$ cat config.mk
export PLATFORM = sky130hd
export DESIGN_NAME = credit_output_port
export DESIGN_NICKNAME = d
export VERILOG_FILES = /design/src/rtl/credit_output_port.sv
export SDC_FILE = /design/constraint.sdc
export NUM_CORES = 1
export LEC_CHECK = 0
export ABC_AREA = 0
export BUFFER_PORTS_ARGS = -buffer_cell sky130_fd_sc_hd__clkbuf_2
export CORE_AREA = 2 2 65 129
export CTS_BUF_LIST = sky130_fd_sc_hd__clkbuf_16
export DETAILED_ROUTE_END_ITERATION = 10
export DIE_AREA = 0 0 67 131
export PLACE_DENSITY = 0.55
export SLEW_MARGIN = 20
export SYNTH_ARGS = -nofsm -noshare
export SYNTH_HDL_FRONTEND = slang
export SYNTH_SLANG_ARGS = --single-unit
$ cat constraint.sdc
create_clock -name clk -period 4.1 [get_ports clk]
set_input_delay 0.82 -clock clk [delete_from_list [all_inputs] [get_ports clk]]
set_output_delay 0.82 -clock clk [all_outputs]
set_load 0.01 [all_outputs]
$ cat src/rtl/credit_output_port.sv
// Router output port: a small local flit queue that drains onto the outbound link
// only while downstream credits remain. The neighbour returns one credit per freed slot.
module credit_output_port #(
  parameter int WIDTH   = 16,
  parameter int CREDITS = 4,
  parameter int QDEPTH  = 2
) (
  input  logic                         clk,
  input  logic                         rst,
  input  logic [WIDTH-1:0]             data_i,
  input  logic                         port_en,
  input  logic                         inc_credit_i,
  output logic [WIDTH-1:0]             data_o,
  output logic                         send_data,
  output logic                         full,
  output logic [$clog2(CREDITS+1)-1:0] credit_cnt_o,
  output logic                         ovf_err,
  output logic                         credit_err
);

  localparam int CW = $clog2(CREDITS + 1);
  localparam int PW = (QDEPTH > 1) ? $clog2(QDEPTH) : 1;
  localparam int NW = $clog2(QDEPTH + 1);

  localparam logic [PW-1:0] LAST_PTR = PW'(QDEPTH - 1);
  localparam logic [NW-1:0] QFULL    = NW'(QDEPTH);
  localparam logic [CW-1:0] CR_MAX   = CW'(CREDITS);

  logic [WIDTH-1:0] mem_q [QDEPTH];

  logic [PW-1:0]    wr_ptr_q, wr_ptr_d;
  logic [PW-1:0]    rd_ptr_q, rd_ptr_d;
  logic [NW-1:0]    cnt_q,    cnt_d;
  logic [CW-1:0]    cr_q,     cr_d;
  logic             full_q,   full_d;
  logic [WIDTH-1:0] data_q,   data_d;
  logic             send_q,   send_d;
  logic             ovf_q,    ovf_d;
  logic             cerr_q,   cerr_d;

  logic enq;
  logic deq;

  function automatic logic [PW-1:0] next_ptr(input logic [PW-1:0] p);
    return (p == LAST_PTR) ? '0 : p + PW'(1);
  endfunction

  // Both decisions use pre-edge state, so a full queue rejects port_en even if it drains this cycle.
  assign enq = port_en && !full_q;
  assign deq = (cnt_q != '0) && (cr_q != '0);

  always_comb begin
    wr_ptr_d = wr_ptr_q;
    rd_ptr_d = rd_ptr_q;
    cnt_d    = cnt_q;
    cr_d     = cr_q;
    data_d   = data_q;
    send_d   = 1'b0;
    ovf_d    = ovf_q | (port_en & full_q);
    cerr_d   = cerr_q;

    if (enq) begin
      wr_ptr_d = next_ptr(wr_ptr_q);
    end
    if (deq) begin
      rd_ptr_d = next_ptr(rd_ptr_q);
      data_d   = mem_q[rd_ptr_q];
      send_d   = 1'b1;
    end

    case ({enq, deq})
      2'b10:   cnt_d = cnt_q + NW'(1);
      2'b01:   cnt_d = cnt_q - NW'(1);
      default: cnt_d = cnt_q;
    endcase
    full_d = (cnt_d == QFULL);

    // A returned credit with the counter already at its maximum is a protocol error; saturate.
    case ({inc_credit_i, deq})
      2'b10: begin
        if (cr_q == CR_MAX) begin
          cerr_d = 1'b1;
        end else begin
          cr_d = cr_q + CW'(1);
        end
      end
      2'b01:   cr_d = cr_q - CW'(1);
      default: cr_d = cr_q;
    endcase
  end

  always_ff @(posedge clk) begin
    if (enq) begin
      mem_q[wr_ptr_q] <= data_i;
    end
  end

  always_ff @(posedge clk or negedge rst) begin
    if (!rst) begin
      wr_ptr_q <= '0;
      rd_ptr_q <= '0;
      cnt_q    <= '0;
      cr_q     <= CR_MAX;
      full_q   <= 1'b0;
      data_q   <= '0;
      send_q   <= 1'b0;
      ovf_q    <= 1'b0;
      cerr_q   <= 1'b0;
    end else begin
      wr_ptr_q <= wr_ptr_d;
      rd_ptr_q <= rd_ptr_d;
      cnt_q    <= cnt_d;
      cr_q     <= cr_d;
      full_q   <= full_d;
      data_q   <= data_d;
      send_q   <= send_d;
      ovf_q    <= ovf_d;
      cerr_q   <= cerr_d;
    end
  end

  assign data_o       = data_q;
  assign send_data    = send_q;
  assign full         = full_q;
  assign credit_cnt_o = cr_q;
  assign ovf_err      = ovf_q;
  assign credit_err   = cerr_q;

endmodule

# Word level (Yosys, flattened, before mapping)
# Memories as Yosys holds them, arrays and structs flattened. A register that Yosys moved wholly into a read port is not among the register bits.
# Index checks and enable logic that the tools add are counted.
[totals] latchBits=0 word_cells=41 romBits=0 ff_bits=11 ram_bits=32 n_memories=1
[op_classes] n_addsub=6 shifts=0 order_cmp=0 div_mod_pow=0 mul=0 n_eq_ne=7 n_bitwise=2 n_reduce_logical=9 mux=8
[mem_list] memory="mem_q" words=2 word_bits=16 read_ports=1 rd_clocked_by_memory_dff=1 write_ports=1 line_no="29" rtl="logic [WIDTH-1:0] mem_q [QDEPTH];"
[ops] operator="2-bit equality test (second input constant)" count=3
[ops] operator="3-bit one-hot mux with 2 select lines" count=1
[ops] operator="1-bit 2-to-1 mux" count=5
[ops] operator="2-bit by 1-bit equality test with 1-bit output (second input constant)" count=2
[ops] operator="2-bit one-hot mux with 2 select lines" count=1
[ops] operator="2-bit AND reduction" count=2
[ops] operator="2-bit nonzero test" count=2
[ops] operator="3-bit by 1-bit adder with 3-bit output (second input constant)" count=1
[ops] operator="3-bit equality test (second input constant)" count=1
[ops] operator="3-bit 2-to-1 mux" count=1
[ops] operator="3-bit nonzero test" count=1
[ops] operator="3-bit by 1-bit subtractor with 3-bit output (second input constant)" count=1
[ops] operator="1-bit adder (second input constant)" count=2
[ops] operator="2-bit by 1-bit adder with 2-bit output (second input constant)" count=1
[ops] operator="1-bit logical AND" count=2
[ops] operator="1-bit zero test" count=2
[ops] operator="2-bit != test (second input constant)" count=1
[ops] operator="2-bit by 1-bit subtractor with 2-bit output (second input constant)" count=1
[ops] operator="1-bit bitwise AND" count=1
[ops] operator="1-bit bitwise OR" count=1

# Longest topological paths before layout
# Gate-level depths: netlist of run 1.
[depth] word_depth=5 mapped_depth=8 ltp_nobuf=6

# Worst setup path after synthesis of run 1
# OpenSTA, ideal clock, no wires.
[synth_path] path_kind="input -> register" startpoint="in inc_credit_i" endpoint="reg cr_q[2], in the netlist credit_cnt_o[2]" arrival_time_ns=2.375 setup_slack_ns=1.650 setup_ns=0.075 cell_stages=6 path_buffers=1 cell_sequence="buf_2 -> or2_2 -> fa_1 -> or4b_4 -> o31a_1 -> o211ai_2"
[synth_between] elab_chain_cells=3 elab_cells_between_ends=6
[synth_lines] item="start: declaration" line_no="12" rtl="input logic inc_credit_i,"
[synth_lines] item="2-bit equality test or 2-bit by 1-bit equality test with 1-bit output (tied branches)" line_no="79" rtl="case ({inc_credit_i, deq})"
[synth_lines] item="2-bit != test (no line) or 2-bit nonzero test (tied branches)"
[synth_lines] item="2-bit AND reduction (no line)"
[synth_lines] item="end signal: assignment" line_no="113" rtl="cr_q <= cr_d;"
[synth_lines] item="end: declaration" line_no="34" rtl="logic [CW-1:0] cr_q, cr_d;"
# Several ways; a longest one is shown, not always the timed one.
# A chain may end at the register's enable or synchronous reset.

# Worst setup path after layout of run 1
[layout_path] startpoint="reg cr_q[2], in the netlist credit_cnt_o[2]" endpoint="reg cr_q[2], in the netlist credit_cnt_o[2]"
[layout_between] elab_chain_cells=5 elab_cells_between_ends=12
[layout_lines] item="branches (longest 5 deep; another with 3-bit by 1-bit adder with 3-bit output)"
# Several ways; the timed one is not identified. The select of a mux whose other input is x is not followed.

==> metrics.txt, run 1 <==
outcome=finished clean; post_cts resized=0; Cell Area, Synth=0.002296 sq mm; largest cells by area after synthesis=edfxtp_1 42%, dfrtp_1 28%, mux2i_1 7.4%; clk_lat worst skew=0.32 ns; ys flop type=edfxtp_1; Synth Area in Compound Gates=0.09264; post-route minimum period=2.293 ns; PD cells=866.2 mW/mm^2; Fill cells=772; Worst slew margin=0.3738; final hold vios=0; die height=131 microns; Num CTS Buffers=9; EDFF count, synth=32; DR WL/cell=13.86 microns; Peak VDD IR=0.0004342 V; n_diodes=0; Mapped Cells=154; Initial Util=0.2933; max-slew violations=0; Synth Area in Simple Gates=0.05940; cell taking the most area after synthesis=edfxtp_1; final clock skew=0.008821 ns; via-per-instance ratio=4.490; Req. time, crit path=4.34 ns; DP Cell Count=288; FMAX=436.1 MHz; Lkg Pwr=0.001214 uW; CP startpoint kind=register; Critical Path AT=2.53 ns; Crit. End Element=register; number of antenna violations at the first check in global routing=0; ys async rst share=0.4576; post-CTS setup buffers=0; Tot GR Track Use=0.1091; final setup vio count=0; syn_nets=176; count leader, synth=edfxtp_1; Worst Hold Class=reg -> reg; Sinks on Clock Net=59; pre-CTS setup slack=1.539 ns; DRC viols=0; CP Max Fanout=6; DP HPWL=2774 microns; vias=1,365; Clock Tree Buf Depth=2; largest family of logic cells by synthesized area=compound AO/OA/AOI/OAI gates; RSZ-0062 raised after global routing=false; hold slack=0.4558 ns; GRT overflow=0; Clock transition at path regs=0.05 ns; Total Wirelength=4212 microns; overall die area=0.008777 sq mm; area growth from synthesis to layout=26.59%; Finished Layout Cells=304; net total in the final layout=225; mux share of post-synthesis cell area=0.07411; # IOs=43; Detailed Route Iter0 Violations=71; Seq/Total Area, Yosys=0.7134; fin crit share=0.5593; width of the die=67 microns; distinct cell type count after synthesis=32; H-tree level count=3; yosys warns=0; register bit total from synthesis=59; CTS Hold Bufs=0; xor/xnor cell area share of the yosys netlist=0.01907; 1st-pass router iterations=4; max cap viols=0; FP Rows=46; Post-DRT Antenna Nets=0; area share of the leading cell type in the synthesized netlist=0.4185; CTS tree=built; post-layout util=0.3713; top cells by count, synth=32 x edfxtp_1, 26 x dfrtp_1, 17 x mux2i_1, 17 x nand2_1, 16 x o21ai_0; setup TNS=0 ns; core box area=0.007828 sq mm; worst hold stages=1; first-pass GRT wire length=6810 microns; Post-Synth Adder-Cell Area=0.01417; layout cell share with drive strength beyond 1=0.3269; Port-buffer cells=42; Root Driver=clkbuf_16; vias in the first global route=1,413; critical path class=reg -> reg; post-route setup slack=1.807 ns; GPL Wtd Cong=0.6767; Slew @ Worst Pin=0.9393 ns; largest net degree at the start of global routing=36; R2R cell count=6; syn avg cell area=14.91 sq um
critical path, cell delays in order (launching register included):
cell,delay (ns)
dfstp_2,0.62
o32ai_4,0.11
or2_2,0.30
fa_1,0.41
or4b_4,0.50
o31a_1,0.13
o211ai_2,0.14
layer usage:
layer  global-route usage  up-vias  wire length (microns)
met5                    0        -                      0
met4              0.06723        0                     78
met3              0.03853        8                    321
met2               0.1607       53                   2056
met1               0.1346      649                   1754
li1                     -      655                      -
power by group:
part / internal [uW] / switching, uW / total [uW]
clock network: 472 / 263 / 736
registers: 849 / 169 / 1020
logic: 343 / 421 / 764
total: 1660 / 854 / 2520
final cells by class:
class	instances	area (sq um)	share of cell area
timing repair buffer	45	232.7	0.08007
sequential	59	1638	0.5635
clock inverter	7	76.32	0.02626
tap	96	120.1	0.04133
multi-input combinational	83	595.6	0.2049
inverter	5	18.77	0.006457
clock buffer	9	225.2	0.07749
layout by cell type (no fill, tap or decap), types with 2 or more instances in the layout:
| cell type | instances |
|---|---|
| o21ai_1 | 2 |
| clkinvlp_4 | 2 |
| clkbuf_2 | 42 |
| clkbuf_16 | 9 |
| mux2i_1 | 17 |
| nand2_1 | 17 |
| nor2_1 | 4 |
| inv_1 | 5 |
| edfxtp_1 | 32 |
| o21ai_0 | 16 |
| clkinv_4 | 2 |
| nand2b_1 | 2 |
| a21oi_1 | 3 |
| xnor2_1 | 5 |
| dfrtp_1 | 26 |
| buf_4 | 3 |
| o211ai_1 | 2 |
metrics by stage:
step / instance area [sq um] / power, uW
floorplan: 2296 / 1545
global placement: 2605 / 1757
detailed placement: 2605 / 1807
CTS: 2907 / 2560
global route: 2907 / 2701
finish: 2907 / 2518
flip-flops by register name, summed over array words and instances (netlist names):
signal / flops
credit_err: 1
ovf_err: 1
send_data: 1
full: 1
cnt_q: 2
data_o: 16
wr_ptr_q: 1
mem_q: 32
rd_ptr_q: 1
credit_cnt_o: 3
final timing paths:
check | endpoint | slack [ns] | startpoint
worst min register to register | ovf_err | 0.46 | ovf_err
worst max register to register | credit_cnt_o[2] | 1.81 | credit_cnt_o[2]
min in group asynchronous | cnt_q[1] | 0.54 | rst
worst min-delay path | ovf_err | 0.46 | ovf_err
worst max-delay path | credit_cnt_o[2] | 1.81 | credit_cnt_o[2]
max in group asynchronous | data_o[13] | 3.11 | rst
logic make-up (layout without fill, tap and decap cells):
family / after synthesis / after routing
AOI/OAI and AO/OA: 31 / 31
xor gates and xnor gates: 5 / 5
adders and majority gates: 2 / 2
buffers and inverters: 12 / 66
DFF: 59 / 59
muxes: 17 / 17
and+or+nand+nor: 28 / 28
No activity file was read; power rests on OpenSTA's default activity.
==> run 2, diff against run 1 <==
--- a/config.mk
+++ b/config.mk
@@ -11,7 +11,7 @@
 export CTS_BUF_LIST = sky130_fd_sc_hd__clkbuf_16
 export DETAILED_ROUTE_END_ITERATION = 10
 export DIE_AREA = 0 0 67 131
-export PLACE_DENSITY = 0.55
+export PLACE_DENSITY = 0.56
 export SLEW_MARGIN = 20
 export SYNTH_ARGS = -nofsm -noshare
 export SYNTH_HDL_FRONTEND = slang
==> constraint.sdc (replaced) <==
create_clock -name clk -period 2.02 [get_ports clk]
set_input_delay 0.404 -clock clk [delete_from_list [all_inputs] [get_ports clk]]
set_output_delay 0.404 -clock clk [all_outputs]
set_load 0.01 [all_outputs]
==> run 2 against run 1 <==
The flow now finishes with violations (negative setup slack). Largest cell class unchanged. Global-route usage is 0.28 points higher. Non-clock buffer count is 7 higher. Critical endpoint unchanged. Via count is 2.5% higher.
==> metrics.txt, run 2 (synthesis gave the netlist of run 1 again) <==
CP startpoint kind=register; Total Wirelength=4360 microns; CTS tree=built; final clock skew=0.006988 ns; net total in the final layout=232; DP HPWL=2880 microns; width of the die=67 microns; outcome=finished, violations left; Port-buffer cells=42; FP Rows=46; vias=1,399; CTS Hold Bufs=0; clk_lat worst skew=0.32 ns; die height=131 microns; Req. time, crit path=2.27 ns; CP Max Fanout=3; GPL Wtd Cong=0.7533; Num CTS Buffers=9; Worst Hold Class=in -> async; area growth from synthesis to layout=26.98%; max cap viols=0; Worst path slowest cell=dfstp_2; Slew @ Worst Pin=0.7188 ns; first-pass GRT wire length=7134 microns; Initial Util=0.2933; FMAX=488.2 MHz; H-tree level count=3; Clock Tree Buf Depth=2; Worst slew margin=0.5208; Detailed Route Iter0 Violations=58; 1st-pass router iterations=4; DRC viols=0; failing checks=negative setup slack; post-route setup slack=-0.02853 ns; Root Driver=clkbuf_16; commonest non-fill, non-tap cells in the layout=42 x clkbuf_2, 32 x edfxtp_1, 26 x dfrtp_1, 17 x nand2_1, 17 x mux2i_1; CP cell instances=o32ai_4 -> or2_4 -> fa_2 -> or4b_4 -> o31a_1 -> o211ai_2; Post-DRT Antenna Nets=0; pre-CTS setup slack=-0.02501 ns; overall die area=0.008777 sq mm; max-slew violations=0; layout cell share with drive strength beyond 1=0.3256; fin crit share=1.014; hold slack=0.1302 ns; number of antenna violations at the first check in global routing=0; final hold vios=0; via-per-instance ratio=4.498; post-CTS setup buffers=0; Largest register FFs=32; # IOs=43; DR WL/cell=14.02 microns; largest reg by FF count=mem_q; GRT overflow=0; post-route minimum period=2.049 ns; largest net degree at the start of global routing=35; Lkg Pwr=0.001239 uW; core box area=0.007828 sq mm; Critical Path AT=2.30 ns; delay-heaviest family, CP=simple AND/OR/NAND/NOR gates; Tot GR Track Use=0.1119; worst path bufs/invs=0; most common cell after layout, fill and taps aside=clkbuf_2; Crit. End Element=register; critical path class=reg -> reg; Sinks on Clock Net=59; crit-path max cell delay=0.55 ns; Peak VDD IR=0.0007030 V; post_cts resized=0; n_diodes=0; final setup vio count=1; Clock transition at path regs=0.05 ns; vias in the first global route=1,507; Fill cells=774; RSZ-0062 raised after global routing=true; PD cells=1712 mW/mm^2
run 2: changes by cell type in the layout (fill, tap and decap cells not counted), sizes merged:
cell and delta:
bufinv -1, clkinv +2, inv +1, clkinvlp -2, buf +7
run 2: worst paths after layout:
path / start / endpoint / slack (ns) / depth (start not counted)
min: rst / credit_cnt_o[1] / 0.13 / 1
min reg2reg: ovf_err / ovf_err / 0.45 / 1
max: credit_cnt_o[2] / credit_cnt_o[2] / -0.03 / 6
max in group asynchronous: rst / data_o[10] / 1.42 / 1
max reg2reg: credit_cnt_o[2] / credit_cnt_o[2] / -0.03 / 6
min in group clk: data_i[10] / mem_q[1][10] / 0.28 / 1
run 2: metrics by stage:
stage                      TNS, ns  instances  utilization  power [uW]  cell area (sq um)
final                     -0.02853        311       0.3724        4991               2915
after global routing      -0.08673        311       0.3724        5351               2915
after CTS                 -0.04048        311       0.3724        5075               2915
after detailed placement  -0.02501        295       0.3402        3785               2663
after global placement           0        295       0.3402        3695               2663
after floorplan           -0.08826        154            -        3148               2301
run 2: final cells by class:
cell class                 count  area (sq um)  share of cell area
tap                           96         120.1             0.04120
multi-input combinational     83         600.6              0.2060
timing repair buffer          52         285.3             0.09785
clock buffer                   9         225.2             0.07725
sequential                    59          1638              0.5618
clock inverter                 7         27.53            0.009442
inverter                       5         18.77            0.006438
run 2: routing by layer:
metal  vias to the layer above  share of wire  global-route usage  routed length (microns)
li1                        668              -                   -                        -
met1                       681           0.42              0.1285                     1850
met2                        43           0.50              0.1794                     2187
met3                         7          0.062             0.04623                      270
met4                         0          0.012             0.05042                       51
met5                         -              0                   0                        0
run 2: report_power, final:
part           switching, uW  total [uW]  internal [uW]  leakage, uW
registers                224        1950           1730     0.000617
clock network            461        1260            796     0.000132
logic                   1010        1780            778     0.000490
